$ cat src/rtl/pipe_hazard_if.sv
// Hazard-control bus between the 5-stage pipe datapath and its stall/bubble controller.
// The pipe (master) supplies ID/EXE fields; the controller (slave) returns enables and divider handshakes.
interface pipe_hazard_if;
    logic [4:0]  Drs;
    logic [4:0]  Drt;
    logic        Duse_rs;
    logic        Duse_rt;
    logic [4:0]  Ern;
    logic        Ew_rf;
    logic        Eload;
    logic        Ediv;
    logic        pc_wena;
    logic        fd_wena;
    logic        de_wena;
    logic        de_bubble;
    logic        div_start;
    logic        div_busy;
    logic        div_done;
    logic [31:0] stall_cycles;

    modport master (
        output Drs, Drt, Duse_rs, Duse_rt, Ern, Ew_rf, Eload, Ediv,
        input  pc_wena, fd_wena, de_wena, de_bubble, div_start, div_busy, div_done, stall_cycles
    );
    modport slave (
        input  Drs, Drt, Duse_rs, Duse_rt, Ern, Ew_rf, Eload, Ediv,
        output pc_wena, fd_wena, de_wena, de_bubble, div_start, div_busy, div_done, stall_cycles
    );
endinterface

$ cat src/rtl/pipe_hazard_ctrl.sv
// Stall/bubble controller: one-cycle load-use bubble, fixed-latency freeze for a div in EXE,
// and a free-running count of cycles with the PC held.
module pipe_hazard_ctrl #(
    parameter int DIV_CYCLES = 32,
    parameter int CNT_W      = 6
) (
    input  logic          clk,
    input  logic          rst,
    pipe_hazard_if.slave  hz
);
    localparam logic [0:0] RUN      = 1'b0;
    localparam logic [0:0] DIV_WAIT = 1'b1;

    logic [0:0]       state, state_nxt;
    logic [CNT_W-1:0] cnt, cnt_nxt;
    logic [31:0]      stall_q;
    logic             lu;
    logic             pc_we, fd_we, de_we, bubble, start, busy, done;

    // $zero is never a real producer, so Ern==0 cannot create a dependency
    assign lu = hz.Eload & hz.Ew_rf & (hz.Ern != 5'd0) &
                ((hz.Duse_rs & (hz.Drs == hz.Ern)) | (hz.Duse_rt & (hz.Drt == hz.Ern)));

    always_comb begin
        pc_we     = 1'b1;
        fd_we     = 1'b1;
        de_we     = 1'b1;
        bubble    = 1'b0;
        start     = 1'b0;
        busy      = 1'b0;
        done      = 1'b0;
        state_nxt = state;
        cnt_nxt   = cnt;
        if (!rst) begin
            case (state)
                RUN: begin
                    if (hz.Ediv) begin
                        start     = 1'b1;
                        pc_we     = 1'b0;
                        fd_we     = 1'b0;
                        de_we     = 1'b0;
                        cnt_nxt   = CNT_W'(DIV_CYCLES - 1);
                        state_nxt = DIV_WAIT;
                    end else if (lu) begin
                        pc_we  = 1'b0;
                        fd_we  = 1'b0;
                        bubble = 1'b1;
                    end
                end
                default: begin
                    busy = 1'b1;
                    if (cnt != '0) begin
                        pc_we   = 1'b0;
                        fd_we   = 1'b0;
                        de_we   = 1'b0;
                        cnt_nxt = cnt - 1'b1;
                    end else begin
                        // release: the div moves on to MEM, no back-to-back restart here
                        done      = 1'b1;
                        state_nxt = RUN;
                    end
                end
            endcase
        end
    end

    always_ff @(posedge clk) begin
        if (rst) begin
            state   <= RUN;
            cnt     <= '0;
            stall_q <= '0;
        end else begin
            state <= state_nxt;
            cnt   <= cnt_nxt;
            if (!pc_we)
                stall_q <= stall_q + 32'd1;
        end
    end

    assign hz.pc_wena      = pc_we;
    assign hz.fd_wena      = fd_we;
    assign hz.de_wena      = de_we;
    assign hz.de_bubble    = bubble;
    assign hz.div_start    = start;
    assign hz.div_busy     = busy;
    assign hz.div_done     = done;
    assign hz.stall_cycles = stall_q;
endmodule
$ cat src/flat_wrapper.sv
// flat-port wrapper written by rule: the top's interface ports become plain ports
module pipe_hazard_ctrl_flat 
#(
    parameter int DIV_CYCLES = 32,
    parameter int CNT_W      = 6
)
  (clk, rst, hz_Drs, hz_Drt, hz_Duse_rs, hz_Duse_rt, hz_Ern, hz_Ew_rf, hz_Eload, hz_Ediv, hz_pc_wena, hz_fd_wena, hz_de_wena, hz_de_bubble, hz_div_start, hz_div_busy, hz_div_done, hz_stall_cycles);
  pipe_hazard_if hz_i ();
  input  logic clk;
  input  logic rst;
  input wire logic [$bits(hz_i.Drs)-1:0] hz_Drs;
  input wire logic [$bits(hz_i.Drt)-1:0] hz_Drt;
  input wire logic [$bits(hz_i.Duse_rs)-1:0] hz_Duse_rs;
  input wire logic [$bits(hz_i.Duse_rt)-1:0] hz_Duse_rt;
  input wire logic [$bits(hz_i.Ern)-1:0] hz_Ern;
  input wire logic [$bits(hz_i.Ew_rf)-1:0] hz_Ew_rf;
  input wire logic [$bits(hz_i.Eload)-1:0] hz_Eload;
  input wire logic [$bits(hz_i.Ediv)-1:0] hz_Ediv;
  output wire logic [$bits(hz_i.pc_wena)-1:0] hz_pc_wena;
  output wire logic [$bits(hz_i.fd_wena)-1:0] hz_fd_wena;
  output wire logic [$bits(hz_i.de_wena)-1:0] hz_de_wena;
  output wire logic [$bits(hz_i.de_bubble)-1:0] hz_de_bubble;
  output wire logic [$bits(hz_i.div_start)-1:0] hz_div_start;
  output wire logic [$bits(hz_i.div_busy)-1:0] hz_div_busy;
  output wire logic [$bits(hz_i.div_done)-1:0] hz_div_done;
  output wire logic [$bits(hz_i.stall_cycles)-1:0] hz_stall_cycles;
  assign hz_i.Drs = hz_Drs;
  assign hz_i.Drt = hz_Drt;
  assign hz_i.Duse_rs = hz_Duse_rs;
  assign hz_i.Duse_rt = hz_Duse_rt;
  assign hz_i.Ern = hz_Ern;
  assign hz_i.Ew_rf = hz_Ew_rf;
  assign hz_i.Eload = hz_Eload;
  assign hz_i.Ediv = hz_Ediv;
  assign hz_pc_wena = hz_i.pc_wena;
  assign hz_fd_wena = hz_i.fd_wena;
  assign hz_de_wena = hz_i.de_wena;
  assign hz_de_bubble = hz_i.de_bubble;
  assign hz_div_start = hz_i.div_start;
  assign hz_div_busy = hz_i.div_busy;
  assign hz_div_done = hz_i.div_done;
  assign hz_stall_cycles = hz_i.stall_cycles;
  pipe_hazard_ctrl #(.DIV_CYCLES(DIV_CYCLES), .CNT_W(CNT_W)) u_core (.clk(clk), .rst(rst), .hz(hz_i));
endmodule
$ cat config.mk
export PLATFORM = sky130hd
export DESIGN_NAME = pipe_hazard_ctrl_flat
export DESIGN_NICKNAME = d
export VERILOG_FILES = /design/src/rtl/pipe_hazard_if.sv /design/src/rtl/pipe_hazard_ctrl.sv /design/src/flat_wrapper.sv
export SDC_FILE = /design/constraint.sdc
export NUM_CORES = 1
export LEC_CHECK = 0
export ABC_CLOCK_PERIOD_IN_PS = 3200
export CAP_MARGIN = 15
export CORE_MARGIN = 1.5
export CORE_UTILIZATION = 43
export CTS_BUF_LIST = sky130_fd_sc_hd__clkbuf_16
export DETAILED_ROUTE_END_ITERATION = 10
export PLACE_DENSITY = 0.77
export SYNTH_ARGS = -nofsm -noshare
export SYNTH_HDL_FRONTEND = slang
export SYNTH_SLANG_ARGS = --single-unit
$ cat constraint.sdc
create_clock -name clk -period 3.2 [get_ports clk]
set_input_delay 0.96 -clock clk [delete_from_list [all_inputs] [get_ports clk]]
set_output_delay 0.96 -clock clk [all_outputs]
set_load 0.05 [all_outputs]
==> results.sh, run 1 <==
export IMPL_finalWorstSetupSlack_ns=-0.00266
export IMPL_finalWirelength_mm=4.92
export IMPL_crit_chain="buf_8, or3_1, o311a_1, a31oi_4, or2_4, buf_12"
export IMPL_min_path_type="flip-flop to flip-flop"
export IMPL_multiInputGateArea_mm2=0.00120
export IMPL_final_instance_count_excl_fill=370
export IMPL_antenna_found_initial=0
export IMPL_synthFlopType="dfxtp_1"
export IMPL_core_area_mm2=0.00469
export IMPL_worstPathArrival_ns=2.24
export IMPL_clkLatencyLatePin_ns=0.28
export IMPL_drive_gt1_share_pct=12.7
export IMPL_fmax_mhz=312
export IMPL_grt_pass1_wl_mm=8.10
export IMPL_die_w_um=72.4
export IMPL_seq_area_frac_synth_pct=37.7
export IMPL_wire_per_inst_um=13.3
export IMPL_fin_crit_ns=3.20
export IMPL_area_delta_synth_final_pct=41.9
export IMPL_grt_max_degree=63
export IMPL_crit_family="simple AND/OR/NAND/NOR gates"
export IMPL_grt_pass1_vias=1978
export IMPL_dp_hpwl_mm=3.48
export IMPL_async_flop_share_pct=0
export IMPL_synth_area_mm2=0.00207
export IMPL_ctsHoldBuffers=0
export IMPL_cpMaxStageDelayCell="or3_1"
export IMPL_postRouteAntennaNets=0
export IMPL_slew_headroom_pct=64.6
export IMPL_viasPerCell=5.65
export IMPL_cp_required_ns=2.24
export IMPL_path_max_fanout=2
export IMPL_final_util_pct=62.7
export IMPL_h_tree_depth=2
export IMPL_syn_area_per_cell_um2=8.16
export IMPL_drt_pass1_iter_count=4
export IMPL_finalCritPeriodShare_pct=100
export IMPL_cts_sinks=39
export IMPL_rsz0062_at_grt="yes"
export IMPL_n_fill_cell=407
export IMPL_io_buffers=60
export IMPL_pin_count=61
export IMPL_path_buf_inv=2
export IMPL_diodes=0
export IMPL_clockBufferDepth=2
export IMPL_crit_type="primary input to output port"
export IMPL_ir_drop_v=0.000347
export IMPL_p_per_area_mw_per_mm2=449
export IMPL_cp_end_kind="output port"
export IMPL_p_leak_nw=1.01
export IMPL_dr_total_vias=2092
export IMPL_hold_viol=0
export IMPL_synth_cells=254
export IMPL_design_area_mm2=0.00294
export IMPL_place_congestion=0.763
export IMPL_path_clk_slew_ns=0.06
export IMPL_setup_viol=2
export IMPL_initial_core_util_pct=44.2
export IMPL_drv_slew=0
export IMPL_violations="setup timing"
export IMPL_cts_tree="done"
export IMPL_maxCapViolations=0
export IMPL_dieArea_mm2=0.00525
export IMPL_synth_edff_count=0
export IMPL_place_inst=361
export IMPL_rows=25
export IMPL_fin_skew_ns=0.00372
export IMPL_start_kind="primary input"
export IMPL_cpPeakStageDelay_ns=0.35
export IMPL_cts_root_buf="clkbuf_16"
export IMPL_postPlaceCellArea_mm2=0.00279
export IMPL_fin_nets=340
export IMPL_syn_num_nets=279
export IMPL_grtUsageTotal_pct=19.5
export IMPL_dr_first_iter_drc_count=135
export IMPL_outcome="finished, violations left"
export IMPL_regArea_um2=781
export IMPL_cts_buffers=5
export IMPL_synth_seq_cells=39
export IMPL_grt_overflow_total=0
export IMPL_yosys_warnings=0
export IMPL_synth_cell_types=40
export IMPL_die_h_um=72.4
export IMPL_drc_errors=0
export IMPL_worst_pin_slew_ns=0.530
[placed cells by master, fill, tap and decap left out, drive strengths merged, types with 6 or more instances in the layout]
cell,Yosys,final
dfxtp,39,39
clkdlybuf4s50,0,38
a21oi,30,30
o21ai,29,29
or3,28,28
buf,6,18
nand2,16,16
nand4,12,12
nand3,10,10
xnor2,10,10
clkbuf,8,10
nor2,9,9
inv,7,7
and3,6,6
dlygate4sd2,0,6
[per-stage QoR]
stage	hold slack [ns]	TNS (ns)	setup slack, ns	power [mW]
final	0.495	-0.00526	-0.00266	1.32
after CTS	0.499	-0.137	-0.0688	1.33
after floorplan	0.472	-0.380	-0.276	0.695
after global routing	0.515	-0.0843	-0.0423	1.37
after global placement	0.471	-0.976	-0.357	0.774
after detailed placement	0.488	-1.30	-0.397	0.781
[timing repair]
| item | 4_1_cts | 5_1_grt |
|---|---|---|
| resized for setup | 29 | 12 |
| setup buffers | 1 | 0 |
| pin swaps | 14 | 9 |
| endpoints found under the setup margin | 3 | 3 |
[routing by layer]
layer	wire [um]	global-route usage, %	part of all wire [%]
met2	2380	34.0	48
met5	0	0	0
met4	93	7.55	1.9
met3	291	5.42	5.9
met1	2160	22.7	44
[power breakdown]
part,switching (mW),internal [mW]
Combinational,0.137,0.104
Sequential,0.0238,0.506
Clock,0.187,0.363
Total,0.348,0.973
[logic make-up after synthesis]
family	after synthesis	synth area share, %
buffers and inverters	21	5.31
XOR/XNOR	14	5.91
multiplexers	1	0.483
AND/OR/NAND/NOR	105	29.4
AO/OA/AOI/OAI	71	19.4
flip-flops	39	37.7
adder cells (fa/ha/maj)	3	1.81
[cell usage after synthesis, types with 2 or more instances]
cell / instances / area share, %
dfxtp_1: 39 / 38
a21oi_1: 30 / 7.2
or3_1: 28 / 8.4
o21ai_0: 25 / 6.0
nand2_1: 16 / 2.9
nand4_1: 11 / 3.3
nand3_1: 10 / 2.4
xnor2_1: 10 / 4.2
nor2_1: 9 / 1.6
inv_1: 7 / 1.3
and3_1: 6 / 1.8
clkbuf_1: 6 / 1.1
and4_1: 4 / 1.7
nor2b_1: 4 / 1.2
o21ai_1: 4 / 0.97
o31ai_1: 4 / 1.4
or4_1: 4 / 1.4
xor2_1: 4 / 1.7
ha_1: 3 / 1.8
nor3_1: 3 / 0.72
a311oi_1: 2 / 0.85
and2_1: 2 / 0.60
buf_2: 2 / 0.48
buf_4: 2 / 0.72
clkbuf_2: 2 / 0.48
o22ai_1: 2 / 0.60
or2_2: 2 / 0.60
[registers in the layout (all words and copies together) (netlist names)]
register and count:
u_core.cnt 6, u_core.state 1, u_core.hz.stall_cycles 32
[worst min-delay path: cells and delay by family (launching register included)]
| kind | cells | cell delay, ns |
|---|---|---|
| DFF | 1 | 0.33 |
| AOI/OAI and AO/OA | 2 | 0.12 |
[cell type report]
class	instances	area share, %
clock inverters	3	1.32
clock buffers	5	4.25
multi-input cells	194	40.9
inverters	7	0.893
flip-flops and latches	39	26.5
repair buffers	68	23.8
well taps	54	2.30
[path summary, 6_finish.rpt]
| path | cells past startpoint | to | start | slack, ns |
|---|---|---|---|---|
| worst min-delay path | 2 | u_core.hz.stall_cycles[30] | u_core.hz.stall_cycles[30] | 0.49 |
| worst max register to register | 8 | u_core.hz.stall_cycles[26] | u_core.cnt[0] | 0.97 |
| worst max-delay path | 6 | hz_pc_wena | hz_Ern[3] | -0.003 |
| worst min register to register | 2 | u_core.hz.stall_cycles[30] | u_core.hz.stall_cycles[30] | 0.49 |
Power figures use the tool's default switching activity.
==> run 2, diff against run 1 <==
--- a/config.mk
+++ b/config.mk
@@ -6,10 +6,10 @@
 export NUM_CORES = 1
 export LEC_CHECK = 0
 export ABC_CLOCK_PERIOD_IN_PS = 3200
-export CAP_MARGIN = 15
 export CORE_MARGIN = 1.5
 export CORE_UTILIZATION = 43
 export CTS_BUF_LIST = sky130_fd_sc_hd__clkbuf_16
+export CTS_CLUSTER_SIZE = 16
 export DETAILED_ROUTE_END_ITERATION = 10
 export PLACE_DENSITY = 0.77
 export SYNTH_ARGS = -nofsm -noshare
==> results of run 2 <==
No change in the layout: final DEF, timing and power equal those of run 1.
==> run 3, diff against run 2 <==
--- a/config.mk
+++ b/config.mk
@@ -7,11 +7,11 @@
 export LEC_CHECK = 0
 export ABC_CLOCK_PERIOD_IN_PS = 3200
 export CORE_MARGIN = 1.5
-export CORE_UTILIZATION = 43
+export CORE_UTILIZATION = 40
 export CTS_BUF_LIST = sky130_fd_sc_hd__clkbuf_16
 export CTS_CLUSTER_SIZE = 16
 export DETAILED_ROUTE_END_ITERATION = 10
-export PLACE_DENSITY = 0.77
+export PLACE_DENSITY = 0.72
 export SYNTH_ARGS = -nofsm -noshare
 export SYNTH_HDL_FRONTEND = slang
 export SYNTH_SLANG_ARGS = --single-unit
==> run 3 against run 2 <==
Against the previous run: the flow still finishes with violations (setup timing); routed wire length down 0.37%; critical path depth unchanged; utilization down 4.3 points; setup slack worse by 0.029 ns; die area up 7.2%; first-iteration DRC count down 36%; critical path type unchanged; largest power group is now registers.
==> results.sh, run 3 (synthesis results as in run 1) <==
export IMPL_switching_share_pct=28.3
export IMPL_rows=26
export IMPL_wl_met2_mm=2.33
export IMPL_rsz0062_at_grt="yes"
export IMPL_outcome="finished, violations left"
export IMPL_internal_power_mw=0.893
export IMPL_dr_first_iter_drc_count=86
export IMPL_grt_max_degree=63
export IMPL_die_w_um=75.0
export IMPL_n_fill_cell=451
export IMPL_cp_required_ns=2.24
export IMPL_seqPwrFrac_pct=42.4
export IMPL_place_congestion=0.766
export IMPL_drc_errors=0
export IMPL_fin_nets=340
export IMPL_postPlaceCellArea_mm2=0.00282
export IMPL_final_instance_count_excl_fill=386
export IMPL_dr_total_vias=2076
export IMPL_grt_pass1_wl_mm=8.21
export IMPL_finalWorstSetupSlack_ns=-0.0318
export IMPL_drt_pass1_iter_count=4
export IMPL_hold_viol=0
export IMPL_drv_slew=0
export IMPL_cts_buffers=5
export IMPL_power_share_clock_pct=38.3
export IMPL_slew_headroom_pct=66.1
export IMPL_pin_count=61
export IMPL_layout_common_cells="dfxtp_1 (39), clkdlybuf4s50_1 (38), a21oi_1 (30)"
export IMPL_antenna_found_initial=0
export IMPL_p_per_area_mw_per_mm2=423
export IMPL_initial_core_util_pct=41.1
export IMPL_finalCritPeriodShare_pct=101
export IMPL_cts_sinks=39
export IMPL_wl_met1_mm=2.25
export IMPL_clkLatencyLatePin_ns=0.28
export IMPL_place_inst=378
export IMPL_fmax_mhz=309
export IMPL_ctsHoldBuffers=0
export IMPL_dieArea_mm2=0.00562
export IMPL_fin_skew_ns=0.00484
export IMPL_route_met3_wl_um=248
export IMPL_grt_overflow_total=0
export IMPL_maxCapViolations=0
export IMPL_area_delta_synth_final_pct=42.1
export IMPL_comb_power_share_pct=19.3
export IMPL_ir_drop_v=0.000284
export IMPL_fin_crit_ns=3.23
export IMPL_final_util_pct=58.4
export IMPL_h_tree_depth=2
export IMPL_multiInputGateArea_mm2=0.00120
export IMPL_grt_pass1_vias=1850
export IMPL_die_h_um=75.0
export IMPL_design_area_mm2=0.00295
export IMPL_crit_type="primary input to output port"
export IMPL_viasPerCell=5.38
export IMPL_highest_layer="met4"
export IMPL_finalWirelength_mm=4.90
export IMPL_cts_tree="done"
export IMPL_path_clk_slew_ns=0.06
export IMPL_cts_root_buf="clkbuf_16"
export IMPL_io_buffers=60
export IMPL_worst_pin_slew_ns=0.507
export IMPL_wire_per_inst_um=12.7
export IMPL_setup_tns_ns=-0.0632
export IMPL_core_area_mm2=0.00504
export IMPL_p_leak_nw=0.997
export IMPL_largest_reg_flops=32
export IMPL_final_common_cell="dfxtp_1"
export IMPL_clockBufferDepth=2
export IMPL_postRouteAntennaNets=0
export IMPL_drive_gt1_share_pct=11.1
export IMPL_setup_viol=2
export IMPL_total_power_mw=1.25
export IMPL_path_max_fanout=3
export IMPL_violations="setup timing"
export IMPL_min_path_type="flip-flop to flip-flop"
export IMPL_cp_end_kind="output port"
export IMPL_switchingPower_mw=0.353
export IMPL_worstPathArrival_ns=2.27
export IMPL_post_cts_buffers=0
export IMPL_regArea_um2=781
export IMPL_grtUsageTotal_pct=18.7
export IMPL_dp_hpwl_mm=3.57
export IMPL_diodes=0
export IMPL_start_kind="primary input"
==> run 3: cell types whose count changed in the layout (fill, tap and decap cells not counted), sizes merged <==
cell and delta:
clkbuf -3, clkdlybuf4s15 +4, dlygate4sd2 -2, dlymetal6s2s +1, clkinvlp +1, bufinv -1
==> run 3: routing by layer <==
layer / global-route usage [%] / vias to the layer above
li1: - / 1063
met1: 24.0 / 961
met2: 30.5 / 45
met3: 5.09 / 7
met4: 6.06 / 0
met5: 0 / -
==> run 3: power groups by stage <==
stage / Sequential, mW / Combinational, mW / Clock (mW)
after floorplan: 0.551 / 0.144 / 0
after global placement: 0.538 / 0.239 / 0
final: 0.529 / 0.240 / 0.478
after CTS: 0.528 / 0.241 / 0.481
after detailed placement: 0.539 / 0.244 / 0
after global routing: 0.531 / 0.261 / 0.510
==> run 3: final timing paths <==
| check | to | startpoint | cells after the start | slack (ns) |
|---|---|---|---|---|
| worst min-delay path | u_core.hz.stall_cycles[30] | u_core.hz.stall_cycles[30] | 2 | 0.50 |
| worst max-delay path | hz_pc_wena | hz_Ern[1] | 6 | -0.03 |
| worst min register to register | u_core.hz.stall_cycles[30] | u_core.hz.stall_cycles[30] | 2 | 0.50 |
| worst max register to register | u_core.hz.stall_cycles[23] | u_core.hz.stall_cycles[8] | 6 | 0.95 |
==> run 3: layout make-up <==
class                   count  share of cell area, %
multi-input cells         194                   40.6
clock buffers               5                   4.25
flip-flops and latches     39                   26.5
well taps                  70                   2.97
inverters                   7                  0.892
clock inverters             3                  0.510
repair buffers             68                   24.3
==> run 3: worst max-delay path, stage by stage <==
cell,delay [ns]
buf_6,0.10
or3_1,0.36
o311a_1,0.34
a31oi_4,0.19
or2_4,0.18
buf_12,0.14
==> run 3: through the flow <==
step | hold WS, ns | setup slack (ns)
3_3_place_gp | 0.469 | -0.377
4_1_cts | 0.497 | -0.0909
5_1_grt | 0.528 | -0.0796
3_5_place_dp | 0.489 | -0.409
6_report | 0.495 | -0.0318
2_1_floorplan | 0.472 | -0.276
==> run 3: repair_timing <==
action | in CTS | in global routing
endpoints found under the setup margin | 3 | 2
pin swaps | 17 | 14
gates resized for setup | 27 | 10
